[config.mk]
export PLATFORM = sky130hd
export DESIGN_NAME = dsp_result_collector
export DESIGN_NICKNAME = d
export VERILOG_FILES = /design/src/rtl/dsp_result_collector.sv
export SDC_FILE = /design/constraint.sdc
export NUM_CORES = 1
export LEC_CHECK = 0
export BUFFER_PORTS_ARGS = -buffer_cell sky130_fd_sc_hd__buf_2
export CORE_MARGIN = 10
export CORE_UTILIZATION = 61
export DETAILED_ROUTE_END_ITERATION = 16
export HOLD_SLACK_MARGIN = 0.06
export PLACE_DENSITY = 0.8
export SLEW_MARGIN = 10
export SYNTH_ARGS = -nofsm -noshare
export SYNTH_HDL_FRONTEND = slang
export SYNTH_SLANG_ARGS = --single-unit
[constraint.sdc]
create_clock -name clk -period 21.1 [get_ports clk]
set_input_delay 1.055 -clock clk [delete_from_list [all_inputs] [get_ports clk]]
set_output_delay 1.055 -clock clk [all_outputs]
set_load 0.02 [all_outputs]
[src/rtl/dsp_result_collector.sv]
// dsp_result_collector: follows every accepted DSP_top start, captures dsp_out on the
// cycle its result is valid, queues it in a FWFT FIFO and issues start credits.
module dsp_result_collector #(
   parameter int N          = 32,
   parameter int PIPES      = 2,
   parameter int BASE_LAT   = PIPES + 2,
   parameter int FIFO_DEPTH = 8
) (
   input  logic                        clk,
   input  logic                        rst_n,
   input  logic                        start,
   input  logic [1:0]                  mode,
   input  logic                        mac,
   input  logic [2*N-1:0]              dsp_out,
   output logic                        issue_ok,
   output logic                        res_valid,
   input  logic                        res_ready,
   output logic [2*N-1:0]              res_data,
   output logic [1:0]                  res_mode,
   output logic                        res_mac,
   output logic [$clog2(FIFO_DEPTH):0] inflight,
   output logic                        protocol_err,
   output logic                        overflow
);
   localparam int TRK_DEPTH = BASE_LAT + 3;
   localparam int TW        = $clog2(TRK_DEPTH);
   localparam int AW        = $clog2(FIFO_DEPTH);
   localparam int CW        = AW + 1;
   localparam int SW        = CW + 1;
   localparam int EW        = 2*N + 3;
   localparam int SLOT_BASE = TRK_DEPTH - BASE_LAT + 1;

   function automatic logic [1:0] win_load(input logic [1:0] m);
      logic [1:0] r;
      case (m)
         2'd1:    r = 2'd1;
         2'd2:    r = 2'd3;
         default: r = 2'd0;
      endcase
      return r;
   endfunction

   // Entry slot chosen so that the tag reaches the last stage on its capture cycle.
   function automatic logic [TW-1:0] trk_slot(input logic [1:0] m);
      logic [TW-1:0] r;
      case (m)
         2'd1:    r = TW'(SLOT_BASE - 2);
         2'd2:    r = TW'(SLOT_BASE - 4);
         default: r = TW'(SLOT_BASE - 1);
      endcase
      return r;
   endfunction

   logic [1:0]                   rst_sync_r;
   logic                         core_rst_n_s;
   logic [1:0]                   win_cnt_r;
   logic [CW-1:0]                inflight_r;
   logic                         protocol_err_r;
   logic                         overflow_r;
   logic [TRK_DEPTH-1:0]         trk_vld_r, trk_vld_s;
   logic [TRK_DEPTH-1:0][1:0]    trk_mode_r, trk_mode_s;
   logic [TRK_DEPTH-1:0]         trk_mac_r, trk_mac_s;
   logic [EW-1:0]                mem_r [FIFO_DEPTH];
   logic [AW-1:0]                wr_ptr_r, rd_ptr_r;
   logic [CW-1:0]                count_r;
   logic                         accept_s, start_bad_s, collide_s, credit_s;
   logic                         capture_s, full_s, pop_s, push_s, drop_s;
   logic [TW-1:0]                slot_s;

   // Reset synchronizer: asserts asynchronously, releases on a clock edge.
   always_ff @(posedge clk or negedge rst_n) begin
      if (!rst_n) begin
         rst_sync_r <= 2'b00;
      end else begin
         rst_sync_r <= {rst_sync_r[0], 1'b1};
      end
   end
   assign core_rst_n_s = rst_sync_r[1];

   assign credit_s  = ({1'b0, count_r} + {1'b0, inflight_r}) < SW'(FIFO_DEPTH);
   assign issue_ok  = core_rst_n_s && (win_cnt_r == 2'd0) && credit_s;
   assign capture_s = trk_vld_r[TRK_DEPTH-1];
   assign res_valid = (count_r != CW'(0));
   assign full_s    = (count_r == CW'(FIFO_DEPTH));
   assign pop_s     = res_valid && res_ready;
   assign push_s    = capture_s && (!full_s || pop_s);
   assign drop_s    = capture_s && full_s && !pop_s;
   assign slot_s    = trk_slot(mode);

   assign {res_mode, res_mac, res_data} = mem_r[rd_ptr_r];
   assign inflight     = inflight_r;
   assign protocol_err = protocol_err_r;
   assign overflow     = overflow_r;

   // Accept decision and tracker advance; an insertion onto an occupied slot loses.
   always_comb begin
      accept_s    = 1'b0;
      start_bad_s = 1'b0;
      collide_s   = 1'b0;
      trk_vld_s   = {trk_vld_r[TRK_DEPTH-2:0], 1'b0};
      trk_mode_s  = {trk_mode_r[TRK_DEPTH-2:0], 2'b00};
      trk_mac_s   = {trk_mac_r[TRK_DEPTH-2:0], 1'b0};
      if (start && issue_ok && (mode != 2'd3)) begin
         accept_s = 1'b1;
      end else begin
         start_bad_s = start;
      end
      if (accept_s) begin
         if (trk_vld_s[slot_s]) begin
            collide_s = 1'b1;
         end else begin
            trk_vld_s[slot_s]  = 1'b1;
            trk_mode_s[slot_s] = mode;
            trk_mac_s[slot_s]  = mac;
         end
      end else begin
         collide_s = 1'b0;
      end
   end

   // Issue window, in-flight count, tracker and sticky error flags.
   always_ff @(posedge clk or negedge core_rst_n_s) begin
      if (!core_rst_n_s) begin
         win_cnt_r      <= 2'd0;
         inflight_r     <= {CW{1'b0}};
         protocol_err_r <= 1'b0;
         overflow_r     <= 1'b0;
         trk_vld_r      <= {TRK_DEPTH{1'b0}};
         trk_mode_r     <= {(2*TRK_DEPTH){1'b0}};
         trk_mac_r      <= {TRK_DEPTH{1'b0}};
      end else begin
         if (accept_s) begin
            win_cnt_r <= win_load(mode);
         end else if (win_cnt_r != 2'd0) begin
            win_cnt_r <= win_cnt_r - 2'd1;
         end else begin
            win_cnt_r <= win_cnt_r;
         end
         case ({accept_s, capture_s})
            2'b10:   inflight_r <= inflight_r + CW'(1);
            2'b01:   inflight_r <= inflight_r - CW'(1);
            default: inflight_r <= inflight_r;
         endcase
         protocol_err_r <= protocol_err_r | start_bad_s | collide_s;
         overflow_r     <= overflow_r | drop_s;
         trk_vld_r      <= trk_vld_s;
         trk_mode_r     <= trk_mode_s;
         trk_mac_r      <= trk_mac_s;
      end
   end

   // Result FIFO; the head entry drives the result outputs directly.
   always_ff @(posedge clk or negedge core_rst_n_s) begin
      if (!core_rst_n_s) begin
         for (int i = 0; i < FIFO_DEPTH; i++) begin
            mem_r[i] <= {EW{1'b0}};
         end
         wr_ptr_r <= {AW{1'b0}};
         rd_ptr_r <= {AW{1'b0}};
         count_r  <= {CW{1'b0}};
      end else begin
         if (push_s) begin
            mem_r[wr_ptr_r] <= {trk_mode_r[TRK_DEPTH-1], trk_mac_r[TRK_DEPTH-1], dsp_out};
            wr_ptr_r        <= wr_ptr_r + AW'(1);
         end else begin
            wr_ptr_r <= wr_ptr_r;
         end
         if (pop_s) begin
            rd_ptr_r <= rd_ptr_r + AW'(1);
         end else begin
            rd_ptr_r <= rd_ptr_r;
         end
         case ({push_s, pop_s})
            2'b10:   count_r <= count_r + CW'(1);
            2'b01:   count_r <= count_r - CW'(1);
            default: count_r <= count_r;
         endcase
      end
   end
endmodule

After elaboration in Yosys (flattened, before gate mapping)
Index checks and enable logic that the tools add are counted.

Flip-flop bits (word level): 584. Word-level logic and storage cells: 102. Input port bits: 71.

Magnitude comparators: 6. Muxes and demuxes: 30. Bitwise gates (word level): 6. Reduce and logical (&&, ||, !) cells: 19. Eq/ne operators: 8. $add $sub $neg: 8.

Operator list (count): 536-bit bitwise mux (1); 67-bit binary-select mux with 3-bit select (1); 67-bit demux with 3-bit select (1); 67-bit 2-to-1 mux (3); 14-bit 2-to-1 mux (2); 7-bit 2-to-1 mux (4); 4-bit one-hot mux with 2 select lines (2); 14-bit bitwise mux (1); 1-bit logical AND (10); 4-bit by 1-bit adder with 4-bit output, second input constant (2); 4-bit greater-or-equal comparator, second input constant (2); 3-bit NOT with 4-bit output (2); 2-bit one-hot mux with 2 select lines (2); 2-bit nonzero test (4); 4-bit by 1-bit subtractor with 4-bit output, second input constant (2); 7-bit bitwise mux (1); 7-bit OR (1); 3-bit by 1-bit adder with 3-bit output, second input constant (2); 2-bit demux with 3-bit select (1); 2-bit by 1-bit equality test with 1-bit output, second input constant (3); 2-bit equality test, second input constant (3); 1-bit 2-to-1 mux (6); 2-bit 2-to-1 mux (3); 4-bit by 4-bit adder with 5-bit output (1); 14 further kinds (17).

Logic depth before layout (Yosys ltp)
Gate-level depths: netlist (run 1).

Depth after elaboration: 9. Mapped depth: 13.

Worst setup path before layout (run 1)
Ideal clock, no wire load.

Path type: flip-flop to flip-flop. Start: reg rst_sync_r[1]. End: reg inflight_r[2] (netlist: inflight[2]). Setup time: 0.134 ns. Buffers on the path: 0. Cell stages (with the launch flop): 11. Arrival time: 16.674 ns. Path slack: 4.292 ns. Required time: 20.966 ns. Cell sequence: dfrtp_1 -> o211ai_1 -> nor2_1 -> inv_1 -> ha_1 -> xor2_1 -> ha_1 -> a21oi_1 -> xor2_1 -> nor2_1 -> xor2_1.

Longest elaborated chain between the ends: 7. Elaborated cells on any way between the ends: 9. Those cells by class: eq/ne: 2; mux: 2; reduce/logical: 5.

RTL lines: start, declared (RTL line 54) `logic [1:0] rst_sync_r;`; start signal, assigned (RTL line 75) `rst_sync_r <= {rst_sync_r[0], 1'b1};`; 1-bit logical AND * (2 in series) (RTL line 81) `assign issue_ok = core_rst_n_s && (win_cnt_r == 2'd0) && credit_s;`; 1-bit logical AND * (2 in series) (RTL line 103) `if (start && issue_ok && (mode != 2'd3)) begin`; 1-bit 2-to-1 mux * (RTL line 103); 2-bit by 1-bit equality test with 1-bit output or 2-bit equality test (tied branches) (RTL line 139) `case ({accept_s, capture_s})`; 4-bit one-hot mux with 2 select lines or 2-bit nonzero test (tied branches); end signal, assigned (RTL line 140) `2'b10: inflight_r <= inflight_r + CW'(1);`; end signal, assigned (RTL line 141) `2'b01: inflight_r <= inflight_r - CW'(1);`; end signal, assigned (RTL line 142) `default: inflight_r <= inflight_r;`; end, declared (RTL line 57) `logic [CW-1:0] inflight_r;`.

Mark *: on every way between the ends. The rest lies on a longest branch, timed or not. A chain may end at the register's enable or synchronous reset.

Worst setup path in the final report (run 1)
Start: reg rd_ptr_r[1]. End: out res_data[15].

Longest elaborated chain between the ends: 4.

RTL lines: start, declared (RTL line 64) `logic [AW-1:0] wr_ptr_r, rd_ptr_r;`; start signal, assigned (RTL line 159) `rd_ptr_r <= {AW{1'b0}};`; start signal, assigned (RTL line 169) `rd_ptr_r <= rd_ptr_r + AW'(1);`; start signal, assigned (RTL line 171) `rd_ptr_r <= rd_ptr_r;`; 3-bit NOT with 4-bit output (not written as such) (RTL line 90) `assign {res_mode, res_mac, res_data} = mem_r[rd_ptr_r];`; 67-bit binary-select mux with 3-bit select (RTL line 90); 67-bit 2-to-1 mux (not written as such) (2 in series) (RTL line 90); end, declared (RTL line 18) `output logic [2*N-1:0] res_data,`.

No other way between the ends. The select of a mux whose other input is x is not followed.

==> results_dict.tcl, run 1 <==
set metrics [dict create \
    crit_type "reg2out" \
    holdBufCountCts 0 \
    synth_edf_count 0 \
    syn-cell-area_um2 26050 \
    nets 1772 \
    synth_nets 1638 \
    ys_types 49 \
    outcome "finished, final reports clean" \
    fp.coreArea_um2 42040 \
    dp_hpwl_um 31200 \
    cts-root-buf "clkbuf_16" \
    p_total_uw 3517 \
    routedWlPerCell_um 23.73 \
    clkTransAtPathRegs_ns 0.06 \
    drt_iter0_drc 752 \
    cts_tree "built" \
    slew_headroom 0.3192 \
    start_util 0.6196 \
    max_freq_ghz 0.2036 \
    timing.reg2reg.setup_slack_ns 17.50 \
    fin_crit_sh 0.2327 \
    die-area_um2 51370 \
    pin_count 146 \
    final-hold-violation-count 0 \
    grtUsageTotal 0.2159 \
    cap_viol_max_count 0 \
    crit_start "rd_ptr_r[1]" \
    worstMarginPinSlew_ns 1.021 \
    final_core_util 0.6927 \
    mostFrequentLayoutCells "mux2_2, dfrtp_1, buf_2, mux4_2, clkbuf_16" \
    drt_pass1_iterations 5 \
    hold_path.class "in2async" \
    cts_made_buffers 59 \
    yosysWarnings 0 \
    grt_pass1_vias 15290 \
    dieWidth_um 226.7 \
    vdd_drop_max_mv 0.09957 \
    dr_total_vias 13862 \
    via_per_inst 6.104 \
    clk_latency_ns 0.61 \
    clkSinkCount 584 \
    gp_congestion 0.7454 \
    portBuffers 145 \
    finalCriticalPeriod_ns 4.911 \
    ys_seq_elements 584 \
    final_common_cell "mux2_2" \
    clock_skew_ns 0.02283 \
    cts_resized 0 \
    ys_async_sr_fraction 1.000 \
    r2r_start "rst_sync_r[1]" \
    n_fill_cell 2804 \
    area_delta_synth_final_pct 11.79 \
    core.rowCount 75 \
    drive_gt1_frac 0.5828 \
    cp-start-kind "flop" \
    avgSynthCellArea_um2 16.81 \
    ant_nets 0 \
    antenna_found_initial 7 \
    power_density_nw_per_um2 120.8 \
    slew_violations 0 \
    drc 0 \
    power_leakage_uw 0.01446 \
    synthFlopType "dfrtp_1" \
    post_cts_buffers 0 \
    grt_pass1_wl_um 86430 \
    rsz0062_at_grt "false" \
    cp-end-kind "output port" \
    crit_arrival_ns 3.86 \
    wl_um 53890 \
    die_h_um 226.7 \
    required_ns 20.05 \
    finalSetupViolations 0 \
    path_max_fanout 56 \
    clock_path_buffers 3 \
    syn-instance-count 1550 \
    grt_max_degree 193 \
    overflow 0 \
    ys_seq_area_frac 0.5610 \
    htreeDepth 2 \
    tns_ns 0 \
]
==> Yosys cell counts, drive strengths merged (3+ instances only) <==
library cell  count  share of area
nand2            11         0.0016
nand4b            3         0.0010
nor4b             3         0.0018
a21oi             6         0.0012
o21ai             6         0.0012
xnor2             7         0.0024
clkbuf           27         0.0039
nand2b            4        0.00096
mux2            614           0.27
buf              71          0.020
mux4            134           0.12
nor3              3        0.00077
mux2i             3         0.0012
inv              15         0.0024
nand3             3        0.00058
dfrtp           584           0.56
xor2              5         0.0017
ha               16         0.0077
and3              4        0.00096
nor2              5        0.00072
==> power breakdown <==
group,internal (uW),total (uW),switching (uW)
logic,504,908,404
registers,1350,1540,188
clock network,641,1070,429
total,2500,3520,1020
==> metrics by stage <==
step	setup WS [ns]	area (um^2)	std cells	hold slack, ns
6_report	16.19	29120	2271	0.2152
5_1_grt	16.03	29110	2268	0.1820
4_1_cts	16.15	29110	2267	0.1787
3_5_place_dp	16.81	27110	2162	0.3347
3_3_place_gp	16.85	27110	2162	0.3348
2_1_floorplan	3.597	26050	1550	0.3312
==> routing by layer <==
layer / share of wire / wire length [um] / vias to the layer above / track usage
li1: - / - / 6072 / -
met1: 0.44 / 23480 / 7481 / 0.2922
met2: 0.50 / 26960 / 215 / 0.3542
met3: 0.045 / 2429 / 84 / 0.04380
met4: 0.017 / 941 / 10 / 0.05259
met5: 0.0014 / 75 / - / 0
==> flip-flops by register name (all words and copies together), names as in the netlist, 3 cells and up <==
name        flops
count_r         4
inflight        4
mem_r         536
rd_ptr_r        3
trk_mac_r       7
trk_mode_r     14
trk_vld_r       7
wr_ptr_r        3
==> worst max-delay path, stage by stage (launching register included) <==
cell and delay (ns):
dfrtp_4 0.82, buf_4 0.65, buf_4 0.78, mux4_2 0.42, mux2_2 0.32, buf_2 0.17
==> path summary, 6_finish.rpt <==
path,end,cells past startpoint
min reg2reg,mem_r[11],0
max reg2reg,mem_r[34],3
max in group asynchronous,mem_r[34],3
min in group clk,rst_sync_r[1],0
max,res_data[15],5
min,rst_sync_r[1],1
==> cell families after synthesis <==
group / after synthesis / share of synthesized area
mux: 751 / 0.3824
compound gates: 21 / 0.005188
xor+xnor: 12 / 0.004035
flops: 584 / 0.5610
simple gates: 51 / 0.01282
fa+ha+maj: 17 / 0.008453
buf+inv: 113 / 0.02594
other cells: 1 / 0.0001440
==> layout make-up <==
cell class,count,area (um^2),area share
Clock buffer,92,1792,0.06153
Sequential cell,584,14630,0.5023
Timing Repair Buffer,171,945.9,0.03248
Multi-Input combinational cell,853,10800,0.3707
Inverter,15,61.31,0.002105
Tap cell,539,674.4,0.02316
Clock inverter,13,212.7,0.007304
Antenna cell,4,10.01,0.0003437
Note: power is estimated with default switching activity, not from simulation.
==> inputs of run 2 (changes only) <==
- ABC_AREA: default -> 1
- CORE_UTILIZATION: 61 -> 55
- PLACE_DENSITY: 0.8 -> 0.76
- clock period: 21.1 -> 4.5 ns (I/O delays scaled with it)
==> run 2 against run 1 <==
  * Global-route usage is 1.5 points higher
  * Cell area is 1.6% higher
  * Sequential share of layout area is 0.78 points lower
  * Combinational power grew to 7.8 times the previous value
  * Non-clock buffer count is 64 higher
  * Total power grew to 5.5 times the previous value
  * Critical path depth is 2 higher
  * Sequential power grew to 4.8 times the previous value
  * Register-to-register slack worse by 16 ns
  * Largest cell class unchanged
  * Largest power group unchanged
==> results_dict.tcl, run 2 <==
set metrics [dict create \
    max_freq_ghz 0.2983 \
    cp-end-kind "output port" \
    crit_chain "inv_6 > buf_12 > o21ai_0 > o21ai_1 > nand2_1 > nand2_1 > buf_2" \
    dieWidth_um 239.4 \
    final-hold-violation-count 0 \
    required_ns 4.28 \
    worstMarginPinSlew_ns 1.124 \
    cts_tree "built" \
    synth_compound_area_frac 0.1824 \
    syn-instance-count 3184 \
    p_switching_uw 7624 \
    stdcell_count 3921 \
    ys_seq_elements 584 \
    intPower_uw 11800 \
    portBuffers 145 \
    synthTopCellsByCount "nand2_1, dfrtp_1, o21ai_1" \
    crit_arrival_ns 3.13 \
    finalSetupViolations 0 \
    synth_fa_ha_area_frac 0.008314 \
    avgSynthCellArea_um2 8.318 \
    drt_iter0_drc 2367 \
    grtUsageTotal 0.2309 \
    crit_type "reg2out" \
    via_per_inst 5.613 \
    path_max_fanout 104 \
    die-area_um2 57330 \
    grt_pass1_vias 21434 \
    outcome "finished, final reports clean" \
    slew_headroom 0.2507 \
    drc 0 \
    antenna_found_initial 0 \
    ys_top_cells_by_area "dfrtp_1, nand2_1, o21ai_1" \
    power_density_nw_per_um2 656.9 \
    vdd_drop_max_mv 0.5073 \
    synth_top_family_by_area "simple AND/OR/NAND/NOR gates" \
    cp-start-kind "flop" \
    r2r_start "count_r[1]" \
    area_delta_synth_final_pct 11.66 \
    dr_total_vias 22008 \
    yosys.area.top_type_share 0.5518 \
    finalCriticalPeriod_ns 3.352 \
    clkTransAtPathRegs_ns 0.06 \
    cts_resized 0 \
    syn-cell-area_um2 26490 \
    slowest_stage "dfrtp_4" \
    grt_pass1_wl_um 109500 \
    timing.reg2reg.setup_slack_ns 1.74 \
    synthSimpleGateAreaFrac 0.1867 \
    clkSinkCount 584 \
    core.rowCount 80 \
    hold_path.class "in2reg" \
    synth_edf_count 0 \
    synth.most_common_cell "nand2_1" \
    drt_pass1_iterations 6 \
    worstRegToRegCells 8 \
    p_total_uw 19430 \
    pin_count 146 \
    cp-endpoint "res_data[29]" \
    clock_skew_ns 0.02276 \
    routedWlPerCell_um 16.79 \
    slew_violations 0 \
    synthMuxAreaShare 0 \
    overflow 0 \
    cts-root-buf "clkbuf_16" \
    synth_nets 3272 \
    fin_crit_sh 0.7450 \
    nets 3348 \
    ys_async_sr_fraction 1.000 \
    largest_reg_flops 536 \
    reg_top3 "mem_r x536, trk_mode_r x14" \
    p_clk_frac 0.258 \
    n_antenna_cell 0 \
    slowest_delay_ns 0.66 \
    clk_latency_ns 0.64 \
    combPwrFrac 0.364 \
    placedCellCount 3743 \
    wl_um 65820 \
    ys_seq_area_frac 0.5518 \
    cap_viol_max_count 0 \
    cp_common_cell "nand2_1" \
    synth_top_area_cell "dfrtp_1" \
    fp.coreArea_um2 47650 \
    dp_hpwl_um 35070 \
    seq_power_share 0.378 \
    synthFlopType "dfrtp_1" \
    swShare 0.3924 \
    crit_start "rd_ptr_r[0]" \
    yosysWarnings 0 \
    final_common_cell "nand2_1" \
    regMostFlops "mem_r" \
    synthXorXnorAreaFrac 0.003638 \
    power_leakage_uw 0.01425 \
    start_util 0.5559 \
    htreeDepth 2 \
    ys_types 29 \
    cts_made_buffers 60 \
    timing.rr.end "mem_r[504]" \
    ant_nets 0 \
    rsz0062_at_grt "false" \
    gp_congestion 0.7806 \
    clock_path_buffers 3 \
    mostFrequentLayoutCells "nand2_1, dfrtp_1, o21ai_1, o21ai_0, nor2_1" \
    grt_max_degree 200 \
    drive_gt1_frac 0.08621 \
    die_h_um 239.4 \
]
run 2: power groups by stage:
stage | sequential, uW | clock [uW] | combinational [uW]
after floorplan | 7190 | 0 | 5220
after global placement | 7330 | 0 | 6820
after detailed placement | 7400 | 0 | 6990
after CTS | 7320 | 5090 | 7100
after global routing | 7490 | 5300 | 8020
final | 7340 | 5020 | 7070
run 2: stage by stage:
stage	util	cell area [um^2]	setup slack [ns]	hold slack (ns)	TNS (ns)
2_1_floorplan	-	26540	-1.450	-0.07059	-705.44
3_3_place_gp	0.5640	26870	1.849	0.01202	0
3_5_place_dp	0.5640	26870	1.765	0.01355	0
4_1_cts	0.6207	29570	1.157	0.07787	0
5_1_grt	0.6207	29570	0.9820	0.1221	0
6_report	0.6207	29570	1.148	0.1123	0
run 2: logic make-up (layout without fill, tap and decap cells):
logic type | count (synthesis) | after routing
AOI/OAI and AO/OA | 964 | 964
xor gates and xnor gates | 11 | 11
adders and majority gates | 17 | 17
buffers and inverters | 326 | 448
DFF | 584 | 584
other | 1 | 1
and+or+nand+nor | 1281 | 1281
run 2: cell type report:
type | instances | area [um^2]
timing repair buffer | 235 | 1627
inverter | 105 | 399.1
sequential | 584 | 14630
clock buffer | 95 | 1854
fill | 4029 | 18070
multi-input combinational | 2274 | 10150
tap | 615 | 769.5
clock inverter | 13 | 147.6
run 2: routing by layer:
layer | vias to the layer above | track usage | routed length [um]
met2 | 804 | 0.3670 | 30280
met5 | - | 0 | 0
met4 | 0 | 0.07312 | 1429
met1 | 10572 | 0.3203 | 29510
li1 | 10519 | - | -
met3 | 113 | 0.03643 | 4600
run 2: how the worst min path moves through the flow:
stage | slack, ns | startpoint | depth (start not counted) | end
detailed placement | 0.01 | rst_n | 1 | rst_sync_r[0]
finish | 0.11 | mode[1] | 4 | trk_vld_r[0]
global placement | 0.01 | rst_n | 1 | rst_sync_r[0]
floorplan | -0.07 | rst_n | 0 | rst_sync_r[0]
CTS | 0.08 | mode[1] | 4 | trk_vld_r[0]
global route | 0.12 | mode[1] | 4 | trk_vld_r[0]
run 2: timing repair:
action / in CTS / in global routing
hold endpoints to repair: 521 / 0
hold buffers: 70 / 0
setup buffers: 0 / 0
run 2: worst max-delay path, delay by kind of cell (launching register included):
| kind | cells | cell delay, ns |
|---|---|---|
| buf+inv | 3 | 1.20 |
| compound gates | 2 | 0.28 |
| flops | 1 | 0.66 |
| simple gates | 2 | 0.24 |
==> inputs of run 3 (changes only) <==
- clock period: 4.5 -> 2.9 ns (I/O delays scaled with it)
==> run 3 against run 2 <==
  * Via count increased by 0.32%
  * Wire length rose by 1.4%
  * Cell count grew 0.74%
  * Clock power up 51%
  * Register-to-register slack got worse by 1.1 ns
  * Highest routed layer unchanged
==> results_dict.tcl, run 3 (synthesized netlist as in run 2, its figures left out) <==
set metrics [dict create \
    timing.reg2reg.setup_slack_ns 0.61 \
    clk_latency_ns 0.62 \
    grt_use_met1 0.3212 \
    slew_violations 0 \
    path_max_fanout 139 \
    routedWlPerCell_um 16.89 \
    die_h_um 239.4 \
    holdBufCountCts 73 \
    ant_nets 0 \
    cp-start-kind "flop" \
    grt_max_degree 203 \
    hold_path.class "reg2reg" \
    clkTransAtPathRegs_ns 0.06 \
    cts-root-buf "clkbuf_16" \
    area_delta_synth_final_pct 13.17 \
    seq_power_share 0.371 \
    crit_arrival_ns 2.59 \
    overflow 0 \
    hp-start "trk_mode_r[8]" \
    rsz0062_at_grt "false" \
    gr-usage-met2 0.3833 \
    mostFrequentLayoutCells "nand2_1, dfrtp_1, o21ai_1, o21ai_0, nor2_1" \
    cts_tree "built" \
    vdd_drop_max_mv 0.8273 \
    worstMarginPinSlew_ns 1.344 \
    clock_skew_ns 0.01568 \
    met3_usage 0.03678 \
    portBuffers 145 \
    die-area_um2 57330 \
    required_ns 2.76 \
    htreeDepth 2 \
    hold_ws_ns 0.3471 \
    reg_top3 "mem_r x536, trk_mode_r x14" \
    nets 3378 \
    grt_pass1_vias 21685 \
    drt_pass1_iterations 6 \
    pin_count 146 \
    n_fill_cell 4041 \
    slew_headroom 0.1041 \
    n_antenna_cell 0 \
    fp.coreArea_um2 47650 \
    place_ws_ns 0.6502 \
    dp_hpwl_um 38480 \
    grtUsageTotal 0.2342 \
    power_density_nw_per_um2 1010 \
    via_per_inst 5.590 \
    gp_congestion 0.8102 \
    clock_path_buffers 3 \
    antenna_found_initial 0 \
    cts_made_buffers 59 \
    final_common_cell "nand2_1" \
    intPower_uw 18320 \
    crit_type "reg2out" \
    design_area_um2 29970 \
    drc 0 \
    busiest_layer "met2" \
    max_freq_ghz 0.3657 \
    placed_area_um2 27310 \
    dieWidth_um 239.4 \
    largest_reg_flops 536 \
    hold_end "trk_mode_r[10]" \
    fin_crit_sh 0.9430 \
    holdPathStages 0 \
    finalCriticalPeriod_ns 2.735 \
    p_clk_frac 0.250 \
    swShare 0.3951 \
    drive_gt1_frac 0.09445 \
    final-hold-violation-count 0 \
    wl_um 66720 \
    cap_viol_max_count 0 \
    p_switching_uw 11960 \
    worst_slack_ns 0.1652 \
    post_cts_buffers 0 \
    finalSetupViolations 0 \
    core.rowCount 80 \
    drt_iter0_drc 2168 \
    power_leakage_uw 0.01445 \
    combPwrFrac 0.379 \
    cp-end-kind "output port" \
    seq_area_um2 14630 \
    regMostFlops "mem_r" \
    dr_total_vias 22079 \
    clkSinkCount 584 \
    r2r_start "count_r[1]" \
    worstRegToRegCells 8 \
    multi_input_area_um2 10150 \
    timing.rr.end "mem_r[62]" \
    outcome "finished, final reports clean" \
    start_util 0.5559 \
    grt_pass1_wl_um 111200 \
    cts_resized 0 \
]
## run 3: per-stage QoR
stage / total power [uW] / instances / util / TNS, ns
finish: 30280 / 3950 / 0.6291 / 0
global route: 32410 / 3950 / 0.6291 / 0
CTS: 30430 / 3950 / 0.6291 / 0
detailed placement: 22680 / 3771 / 0.5731 / 0
global placement: 22280 / 3771 / 0.5731 / 0
floorplan: 19250 / 3184 / - / -1674.96
## run 3: how the worst max path moves through the flow
stage	cells after the start	startpoint	slack [ns]	to
after floorplan	12	rst_sync_r[1]	-3.05	inflight[2]
after global placement	8	count_r[2]	0.71	mem_r[265]
after detailed placement	8	count_r[1]	0.65	mem_r[446]
after CTS	7	rd_ptr_r[0]	0.15	res_mode[1]
after global routing	7	rd_ptr_r[0]	0.02	res_mac
final	8	rd_ptr_r[0]	0.17	res_data[42]
## run 3: worst max-delay path: stages (launching register included)
cell	delay (ns)
dfrtp_4	0.48
buf_12	0.43
nor2_1	0.11
nor2_1	0.14
o21ai_0	0.11
o21ai_1	0.12
nand2_1	0.07
nand2_1	0.17
buf_2	0.19
## run 3: power by group through the flow
stage                     clock network (uW)  registers, uW  logic, uW
after CTS                               7690          11200      11500
final                                   7570          11200      11500
after floorplan                            0          11200       8090
after global routing                    8040          11500      12900
after global placement                     0          11200      11100
after detailed placement                   0          11300      11400
## run 3: layer usage
metal | share of wire | up-vias
li1 | - | 10564
met5 | 0 | -
met1 | 0.45 | 10700
met2 | 0.47 | 733
met4 | 0.017 | 0
met3 | 0.065 | 82
## run 3: cell type report
class                      count  share of cell area
clock buffer                  84             0.05740
clock inverter                22            0.007138
inverter                     105             0.01332
multi-input combinational   2274              0.3387
sequential                   584              0.4880
tap                          615             0.02567
timing repair buffer         266             0.06980
